--- src/rtl/lfm_sweep_ctrl.sv ---
// lfm_sweep_ctrl -- LFM chirp sequencer in front of the DDS phase accumulator.
//
// Generates the per-sample frequency tuning word ramp for each sweep. It also
// inserts optional idle gaps between sweeps and counts the sweeps in a burst.
// Every output is registered.
//
// Optional build macro: LFM_TRIANGLE_EN
//   Adds the tri_mode input. When tri_mode is latched high, the 2nd, 4th, ...
//   sweeps of a burst run downward from ftw_start + (len-1)*ftw_step.
//
// Ports:
//   clk, rst_n    rising-edge clock, asynchronous active-low reset
//   start         begin a burst (honoured in IDLE only)
//   abort         stop the burst at the next edge (wins over start)
//   ftw_start     FTW of the first sample of each (upward) sweep
//   ftw_step      per-sample FTW increment
//   sweep_len     samples per sweep (0 behaves as 1)
//   gap_len       idle cycles between sweeps (0 = back-to-back)
//   n_pulses      sweeps per burst (0 = continuous until abort)
//   tri_mode      triangle mode select (LFM_TRIANGLE_EN builds only)
//   ftw_out       FTW to the DDS, 0 when not valid
//   ftw_valid     ftw_out carries a sweep sample
//   sweep_sync    first sample of every sweep
//   busy          burst in progress
//   done          one-cycle pulse at the end of a finite burst
module lfm_sweep_ctrl #(
  parameter int unsigned N_PHASE = 32,
  parameter int unsigned LEN_W   = 16,
  parameter int unsigned CNT_W   = 8
) (
  input  logic               clk,
  input  logic               rst_n,
  input  logic               start,
  input  logic               abort,
  input  logic [N_PHASE-1:0] ftw_start,
  input  logic [N_PHASE-1:0] ftw_step,
  input  logic [LEN_W-1:0]   sweep_len,
  input  logic [LEN_W-1:0]   gap_len,
  input  logic [CNT_W-1:0]   n_pulses,
`ifdef LFM_TRIANGLE_EN
  input  logic               tri_mode,
`endif
  output logic [N_PHASE-1:0] ftw_out,
  output logic               ftw_valid,
  output logic               sweep_sync,
  output logic               busy,
  output logic               done
);

  typedef enum logic [1:0] {
    IDLE,
    SWEEP,
    GAP
  } state_t;

  state_t state;

  // Shadow copies of the configuration, frozen for the whole burst.
  logic [N_PHASE-1:0] ftw_start_q;
  logic [N_PHASE-1:0] ftw_step_q;
  logic [LEN_W-1:0]   len_q;
  logic [LEN_W-1:0]   gap_q;
  logic               cont_q;

  logic [LEN_W-1:0]   sample_cnt;
  logic [LEN_W-1:0]   gap_cnt;
  logic [CNT_W-1:0]   pulse_cnt;

  logic [LEN_W-1:0]   eff_len;
  logic               pulses_remain;
  logic [N_PHASE-1:0] first_ftw;
  logic [N_PHASE-1:0] next_ftw;

`ifdef LFM_TRIANGLE_EN
  logic               tri_q;
  logic               down_q;
  logic               next_down;
  logic [N_PHASE-1:0] ftw_end_q;
  logic [N_PHASE-1:0] len_m1_ext;
  logic [N_PHASE-1:0] ftw_end_calc;
`endif

  always_comb begin
    eff_len       = (sweep_len == '0) ? LEN_W'(1) : sweep_len;
    // Evaluated at the last sample of a sweep, before pulse_cnt is decremented.
    pulses_remain = cont_q || (pulse_cnt != CNT_W'(1));
`ifdef LFM_TRIANGLE_EN
    // The multiply only sees the live config inputs while in IDLE. The sample
    // path itself uses just the add/subtract below.
    len_m1_ext   = N_PHASE'(eff_len - LEN_W'(1));
    ftw_end_calc = ftw_start + len_m1_ext * ftw_step;
    next_down    = tri_q && !down_q;
    first_ftw    = next_down ? ftw_end_q : ftw_start_q;
    next_ftw     = down_q ? (ftw_out - ftw_step_q) : (ftw_out + ftw_step_q);
`else
    first_ftw    = ftw_start_q;
    next_ftw     = ftw_out + ftw_step_q;
`endif
  end

  always_ff @(posedge clk or negedge rst_n) begin
    if (!rst_n) begin
      state       <= IDLE;
      ftw_out     <= '0;
      ftw_valid   <= 1'b0;
      sweep_sync  <= 1'b0;
      busy        <= 1'b0;
      done        <= 1'b0;
      ftw_start_q <= '0;
      ftw_step_q  <= '0;
      len_q       <= '0;
      gap_q       <= '0;
      cont_q      <= 1'b0;
      sample_cnt  <= '0;
      gap_cnt     <= '0;
      pulse_cnt   <= '0;
`ifdef LFM_TRIANGLE_EN
      tri_q       <= 1'b0;
      down_q      <= 1'b0;
      ftw_end_q   <= '0;
`endif
    end else if (abort) begin
      state      <= IDLE;
      ftw_out    <= '0;
      ftw_valid  <= 1'b0;
      sweep_sync <= 1'b0;
      busy       <= 1'b0;
      done       <= 1'b0;
    end else begin
      done       <= 1'b0;
      sweep_sync <= 1'b0;
      unique case (state)
        IDLE: begin
          if (start) begin
            ftw_start_q <= ftw_start;
            ftw_step_q  <= ftw_step;
            len_q       <= eff_len;
            gap_q       <= gap_len;
            cont_q      <= (n_pulses == '0);
            pulse_cnt   <= n_pulses;
            sample_cnt  <= LEN_W'(1);
            ftw_out     <= ftw_start;
            ftw_valid   <= 1'b1;
            sweep_sync  <= 1'b1;
            busy        <= 1'b1;
            state       <= SWEEP;
`ifdef LFM_TRIANGLE_EN
            tri_q       <= tri_mode;
            down_q      <= 1'b0;
            ftw_end_q   <= ftw_end_calc;
`endif
          end
        end

        SWEEP: begin
          if (sample_cnt < len_q) begin
            ftw_out    <= next_ftw;
            sample_cnt <= sample_cnt + LEN_W'(1);
          end else begin
            if (!cont_q) pulse_cnt <= pulse_cnt - CNT_W'(1);
            if (!pulses_remain) begin
              state     <= IDLE;
              ftw_out   <= '0;
              ftw_valid <= 1'b0;
              busy      <= 1'b0;
              done      <= 1'b1;
            end else if (gap_q != '0) begin
              state     <= GAP;
              ftw_out   <= '0;
              ftw_valid <= 1'b0;
              gap_cnt   <= LEN_W'(1);
            end else begin
              // Back-to-back: the next sweep starts with no bubble.
              ftw_out    <= first_ftw;
              ftw_valid  <= 1'b1;
              sweep_sync <= 1'b1;
              sample_cnt <= LEN_W'(1);
`ifdef LFM_TRIANGLE_EN
              down_q     <= next_down;
`endif
            end
          end
        end

        GAP: begin
          if (gap_cnt < gap_q) begin
            gap_cnt <= gap_cnt + LEN_W'(1);
          end else begin
            state      <= SWEEP;
            ftw_out    <= first_ftw;
            ftw_valid  <= 1'b1;
            sweep_sync <= 1'b1;
            sample_cnt <= LEN_W'(1);
`ifdef LFM_TRIANGLE_EN
            down_q     <= next_down;
`endif
          end
        end

        default: begin
          state     <= IDLE;
          ftw_out   <= '0;
          ftw_valid <= 1'b0;
          busy      <= 1'b0;
        end
      endcase
    end
  end

endmodule

--- config.mk ---
export PLATFORM = sky130hd
export DESIGN_NAME = lfm_sweep_ctrl
export DESIGN_NICKNAME = d
export VERILOG_FILES = /design/src/rtl/lfm_sweep_ctrl.sv
export SDC_FILE = /design/constraint.sdc
export NUM_CORES = 1
export LEC_CHECK = 0
export ABC_AREA = 0
export CELL_PAD_IN_SITES_DETAIL_PLACEMENT = 1
export CELL_PAD_IN_SITES_GLOBAL_PLACEMENT = 2
export CORE_ASPECT_RATIO = 1.1
export CORE_MARGIN = 5
export CORE_UTILIZATION = 37
export DETAILED_ROUTE_END_ITERATION = 7
export HOLD_SLACK_MARGIN = 0.06
export PLACE_DENSITY_LB_ADDON = 0.1
export SKIP_LAST_GASP = 1
export SLEW_MARGIN = 40
export SYNTH_ARGS = -nofsm -noshare
export SYNTH_HDL_FRONTEND = slang
export SYNTH_SLANG_ARGS = --single-unit
--- constraint.sdc ---
create_clock -name clk -period 6.5 [get_ports clk]
set_clock_uncertainty 0.15 [all_clocks]
set_input_delay 1.3 -clock clk [delete_from_list [all_inputs] [get_ports clk]]
set_output_delay 1.3 -clock clk [all_outputs]
set_load 0.05 [all_outputs]
==> reports/qor.csv, run 1 <==
stage,metric,value,unit
status,status,"complete, no violations",
floorplanning,start_util,0.375,
sta,slew_viol_final,0,
critical_path,crit_required,6.67,ns
synthesis,yosysMostFrequentCell,dfrtp_1,
placed_design,io_buffers,143,
floorplanning,num_io_pins,144,
placed_design,detailed_place_hpwl,23400,µm
route,drt-initial-drc-count,457,
clock_network,clockBufferDepth,2,
final_layout,diodes,0,
synthesis,yosysUniqueCellTypes,66,
sta,finalHoldViolations,0,
sta,rsz0062_at_grt,false,
clock_network,cts.clk_slew.worst_paths,0.07,ns
route,dr.pass1.iters,5,
synthesis,yosysTopAreaCell,dfrtp_1,
sta,maxSlewHeadroom,0.451,
clock_network,cts_resized,0,
synthesis,synthCells,1101,
floorplanning,rows,64,
final_layout,final_core_util,0.462,
route,wl,32200,µm
route,antenna_left,0,
synthesis,syn_nets,1275,
clock_network,insertion_delay,0.44,ns
synthesis,async_flop_share,1.00,
sta,setup_tns,0,ns
final_layout,nets,1396,
clock_network,ctsHoldBuffers,0,
critical_path,crit_arrival,4.04,ns
synthesis,ys_ff_latch,175,
route,wl_per_cell,20.2,µm
sta,layout_worst_path_cycle_share,0.596,
clock_network,cts.sinks,175,
clock_network,cts_buffers,17,
floorplanning,core,0.0278,mm²
route,drc_errors,0,
global_routing,grt_pass1_wl,50600,µm
clock_network,htreeDepth,4,
route,vias,8902,
critical_path,worstSetupPathType,reg2reg,
synthesis,synthTopCellsByCount,"dfrtp_1, o21ai_0, nand2_1",
final_layout,area_growth,23.2,%
synthesis,synthTopCellsByArea,"dfrtp_1, ha_1, mux2_2",
critical_path,worst_path_largest_cell_delay,0.49,ns
floorplanning,die-area,0.0316,mm²
global_routing,grt_pass1_vias,9162,
synthesis,yosysTopAreaCellShare,0.420,
clock_network,cts_tree,yes,
global_routing,gr-usage-all-layers,0.202,
critical_path,path_delay_family,compound AO/OA/AOI/OAI gates,
power_and_ir_drop,p_leak,5.48,nW
route,drt-vias-per-instance,5.57,
power_and_ir_drop,p_per_area,294,mW/mm²
power_and_ir_drop,irDropWorstVdd,0.156,mV
synthesis,yosysSeqAreaShare,0.420,
clock_network,cts_root_buffer,clkbuf_16,
worst_hold_path,min_path_type,reg2reg,
final_layout,drive_above_1_share,0.103,
global_routing,overflow,0,
clock_network,postCtsSetupRepairBufs,0,
synthesis,avgSynthCellArea,9.46,µm²
sta,period_needed,3.87,ns
sta,fmax,258,MHz
job,cap_violations,0,
critical_path,cp_common_cell,a21oi_1,
sta,setup_violations,0,
critical_path,critical_path.slowest_cell,a311o_1,
critical_path,end_kind,flop,
critical_path,crit_chain,ha_1 > inv_1 > fa_1 > nor2b_1 > o31a_1 > o41a_1 > a311o_1 > a211o_1 > a21oi_1 > a21oi_1 > or4_1 > a32o_1,
synthesis,synth_edf_count,0,
global_routing,antenna_found_initial,0,
synthesis,synth_ff_type,dfrtp_1,
sta,worst_slew_pin_slew,0.822,ns
critical_path,startpoint_type,flop,
synthesis,yosysWarnings,0,
synthesis,syn_area,0.0104,mm²
critical_path,crit_fanout,4,
floorplanning,fp.dieH,186,µm
critical_path,crit_buf_inv,1,
placed_design,place.gp.congestion,0.801,
global_routing,grt_max_degree,72,
floorplanning,die_w,170,µm
==> final cells by class <==
| class | instances | area [µm²] |
|---|---|---|
| fill | 3164 | 15000 |
| multi-input combinational | 824 | 5680 |
| sequential | 175 | 4380 |
| timing repair buffer | 154 | 1550 |
| tap | 363 | 454 |
| clock buffer | 19 | 443 |
| inverter | 50 | 188 |
| clock inverter | 13 | 135 |
==> power by group <==
group	internal, mW	switching, mW	leakage, nW
combinational	0.556	0.750	3.03
sequential	1.28	0.156	2.18
clock	0.547	0.484	0.273
==> kinds of logic (layout without fill, tap and decap cells) <==
kind of cell,Yosys count,in the layout,synth area share
compound gates,325,325,0.195
xor+xnor,29,29,0.0244
fa+ha+maj,66,66,0.0800
buf+inv,102,236,0.0368
flops,175,175,0.420
mux,94,94,0.0988
simple gates,310,310,0.144
==> sequential cells by signal (all words and copies together) (netlist names), 8 cells and up <==
| signal | flops |
|---|---|
| gap_q | 16 |
| first_ftw | 32 |
| sample_cnt | 16 |
| pulse_cnt | 8 |
| gap_cnt | 16 |
| ftw_step_q | 32 |
| ftw_out | 32 |
| len_q | 16 |
==> path summary, 6_finish.rpt <==
path	slack, ns	from	cells past startpoint	end
max	2.63	ftw_out[0]	12	ftw_out[28]
min	0.33	first_ftw[26]	2	ftw_out[26]
max reg2reg	2.63	ftw_out[0]	12	ftw_out[28]
min reg2reg	0.33	first_ftw[26]	2	ftw_out[26]
max in group asynchronous	4.26	rst_n	3	state[1]
min in group asynchronous	0.62	rst_n	1	ftw_step_q[6]
==> placed cells by master, fill, tap and decap left out, drive strengths merged, types with 3 or more instances in the layout <==
master,n
ha,65
o31ai,7
nand4b,3
o21bai,7
a221oi,4
a211oi,3
or3,8
o22ai,11
and2,4
o211ai,7
nor4,13
and3,19
a21o,20
clkbuf,19
nand2b,19
a21oi,70
nand2,86
o21a,5
mux2i,23
xor2,6
a22o,12
clkinv,6
o21ai,119
a221o,8
a22oi,10
buf,12
clkdlybuf4s50,142
nor2,79
nor2b,12
mux2,71
dfrtp,175
clkinvlp,3
nand3,24
nor3,19
inv,53
a31oi,14
nand4,10
xnor2,23
==> through the flow <==
stage | area, µm² | setup slack (ns) | power [mW] | hold WS (ns) | std cells
floorplan | 10400 | 2.79 | 2.31 | 0.294 | 1101
global placement | 12200 | 2.17 | 2.74 | 0.320 | 1565
detailed placement | 12300 | 2.30 | 2.77 | 0.330 | 1566
CTS | 12800 | 2.62 | 3.81 | 0.336 | 1598
global route | 12800 | 2.46 | 4.01 | 0.375 | 1598
finish | 12800 | 2.63 | 3.77 | 0.332 | 1598
==> routing by layer <==
| metal | GRT usage | up-vias | wire [µm] |
|---|---|---|---|
| li1 | - | 4256 | - |
| met1 | 0.266 | 4442 | 14800 |
| met2 | 0.350 | 168 | 15600 |
| met3 | 0.0278 | 36 | 1230 |
| met4 | 0.0546 | 0 | 599 |
| met5 | 0 | - | 0 |
==> worst reg2reg max path, cell delays in order (launching register included) <==
cell	delay, ns
dfrtp_1	0.40
ha_1	0.23
inv_1	0.07
fa_1	0.17
nor2b_1	0.08
o31a_1	0.28
o41a_1	0.45
a311o_1	0.49
a211o_1	0.36
a21oi_1	0.22
a21oi_1	0.12
or4_1	0.48
a32o_1	0.26
No activity file was read; power rests on OpenSTA's default activity.
==> inputs of run 2 (changes only) <==
Settings changed: CORE_UTILIZATION 37 to 31.
Clock period 6.5 ns to 3.4 ns, I/O delays scaled along.
==> run 2 against run 1 <==
Against the previous run:
- worst hold slack got worse by 0.28 ns
- sequential cell count did not move
- setup slack lost 2.6 ns
- critical path type unchanged
- utilization decreased by 5.6 points
- the flow now finishes with violations (setup timing)
==> reports/qor.csv, run 2 (same netlist as run 1, synthesis figures left out) <==
stage,metric,value,unit,change
global_routing,antenna_found_initial,1,,was 0
critical_path,crit_arrival,3.60,ns,was 4.04 ns
clock_network,htreeDepth,4,,unchanged
sta,setup_violations,1,,was 0
sta,hold_slack,0.0545,ns,was 0.332 ns
clock_network,insertion_delay,0.45,ns,was 0.44 ns
power_and_ir_drop,irDropWorstVdd,0.380,mV,was 0.156 mV
final_layout,drive_above_1_share,0.147,,was 0.103
final_layout,mostFrequentLayoutCells,"dfrtp_1, clkdlybuf4s50_1, o21ai_0, nand2_1, nor2_1",,unchanged
clock_network,cts_root_buffer,clkbuf_16,,unchanged
final_layout,final_core_util,0.406,,was 0.462
critical_path,reg2reg_to,ftw_out[28],,unchanged
route,dr.pass1.iters,4,,was 5
clock_network,cts_tree,yes,,unchanged
clock_network,cts.sinks,175,,unchanged
route,drt-initial-drc-count,376,,was 457
sta,setup_slack,-0.0219,ns,was 2.63 ns
status,status,"finished, violations left",,"was complete, no violations"
sta,finalHoldViolations,0,,unchanged
worst_hold_path,min_path_type,in2async,,was reg2reg
critical_path,worstSetupPathType,reg2reg,,unchanged
job,cap_violations,0,,unchanged
critical_path,r2r_slack,-0.02,ns,was 2.63 ns
floorplanning,die-area,0.0374,mm²,was 0.0316 mm²
route,wl_per_cell,19.4,µm,was 20.2 µm
critical_path,crit_fanout,3,,was 4
global_routing,grt_pass1_vias,9802,,was 9162
sta,maxSlewHeadroom,0.592,,was 0.451
final_layout,nets,1451,,was 1396
global_routing,gr-usage-all-layers,0.181,,was 0.202
status,violations,setup timing,,
placed_design,place.gp.congestion,0.801,,about the same
critical_path,cp_common_cell,a21oi_1,,unchanged
sta,layout_worst_path_cycle_share,1.01,,was 0.596
global_routing,grt_max_degree,59,,was 72
clock_network,clockBufferDepth,2,,unchanged
critical_path,r2r_cells,12,,unchanged
route,vias,9014,,was 8902
floorplanning,core,0.0332,mm²,was 0.0278 mm²
critical_path,worst_path_largest_cell_delay,0.41,ns,was 0.49 ns
clock_network,cts_buffers,17,,unchanged
final_layout,final_common_cell,dfrtp_1,,unchanged
floorplanning,start_util,0.314,,was 0.375
power_and_ir_drop,p_leak,5.80,nW,was 5.48 nW
global_routing,grt_pass1_wl,53600,µm,was 50600 µm
route,antenna_left,0,,unchanged
clock_network,cts.clk_slew.worst_paths,0.07,ns,about the same
sta,fmax,292,MHz,was 258 MHz
route,drt-vias-per-instance,5.23,,was 5.57
placed_design,detailed_place_hpwl,25000,µm,was 23400 µm
critical_path,crit_chain,ha_4 > inv_2 > fa_2 > nor2b_2 > o31a_1 > o41a_1 > a311o_1 > a211o_1 > a21oi_1 > a21oi_1 > or4_1 > a32o_1,,was ha_1 > inv_1 > fa_1 > nor2b_1 > o31a_1 > o41a_1 > a311o_1 > a211o_1 > a21oi_1 > a21oi_1 > or4_1 > a32o_1
floorplanning,fp.dieH,202,µm,was 186 µm
power_and_ir_drop,power,7.53,mW,was 3.77 mW
critical_path,r2r-start,ftw_step_q[0],,was ftw_out[0]
floorplanning,num_io_pins,144,,unchanged
critical_path,crit_required,3.58,ns,was 6.67 ns
sta,slew_viol_final,0,,unchanged
floorplanning,rows,70,,was 64
route,wl,33400,µm,was 32200 µm
sta,rsz0062_at_grt,true,,was false
clock_network,ctsHoldBuffers,0,,unchanged
critical_path,cp-startpoint,ftw_step_q[0],,was ftw_out[0]
sta,worst_slew_pin_slew,0.611,ns,was 0.822 ns
sta,period_needed,3.42,ns,was 3.87 ns
global_routing,overflow,0,,unchanged
critical_path,startpoint_type,flop,,unchanged
placed_design,io_buffers,143,,unchanged
final_layout,diodes,0,,unchanged
route,drc_errors,0,,unchanged
power_and_ir_drop,p_per_area,558,mW/mm²,was 294 mW/mm²
critical_path,end_kind,flop,,unchanged
final_layout,area_growth,29.4,%,was 23.2%
critical_path,crit_end,ftw_out[28],,unchanged
floorplanning,die_w,185,µm,was 170 µm
critical_path,critical_path.slowest_cell,dfrtp_1,,was a311o_1
==> run 2: layout make-up <==
cell class / instances / area [µm²]
flip-flops and latches: 175 / 4390
fillers: 3772 / 19700
clock inverters: 14 / 178
clock buffers: 18 / 439
inverters: 50 / 188
well taps: 432 / 541
repair buffers: 209 / 2040
multi-input cells: 824 / 5720
==> run 2: report_power, final <==
part	leakage (nW)	internal (mW)	switching, mW	total (mW)
Combinational	3.32	1.20	1.47	2.67
Clock	0.302	1.19	0.934	2.13
Sequential	2.17	2.45	0.288	2.74
==> run 2: repair_timing <==
action                                  4_1_cts  5_1_grt
pin swaps                                     2        4
resized for setup                             0        7
buffers inserted                              0        7
cloned                                        0        0
endpoints found under the setup margin        2        6
==> run 2: per-layer routing <==
layer | up-vias | global-route usage | part of all wire
li1 | 4355 | - | -
met5 | - | 0 | 0.00060
met2 | 123 | 0.311 | 0.49
met1 | 4502 | 0.239 | 0.47
met3 | 32 | 0.0227 | 0.028
met4 | 2 | 0.0490 | 0.015
==> run 2: critical path: cells and delay by family (launching register included) <==
kind,cells,cell delay [ns]
compound gates,7,1.87
fa+ha+maj,2,0.37
buf+inv,1,0.05
flops,1,0.41
simple gates,2,0.46
==> run 2: how the worst min path moves through the flow <==
stage / endpoint / slack (ns) / cells past startpoint
6_report: first_ftw[7] / 0.05 / 1
5_1_grt: first_ftw[7] / 0.09 / 1
4_1_cts: ftw_out[10] / 0.07 / 1
3_5_place_dp: ftw_out[26] / 0.33 / 2
3_3_place_gp: ftw_out[26] / 0.32 / 2
2_1_floorplan: busy / 0.23 / 0
==> run 2: metrics by stage <==
step | cell area [µm²] | worst slack (ns) | TNS, ns | std cells
after floorplan | 10500 | -0.0637 | -0.0930 | 1101
after global placement | 12800 | -0.0106 | -0.0106 | 1683
after detailed placement | 12800 | -0.0885 | -0.134 | 1683
after CTS | 13400 | -0.0619 | -0.0619 | 1715
after global routing | 13500 | -0.141 | -0.331 | 1722
final | 13500 | -0.0219 | -0.0219 | 1722
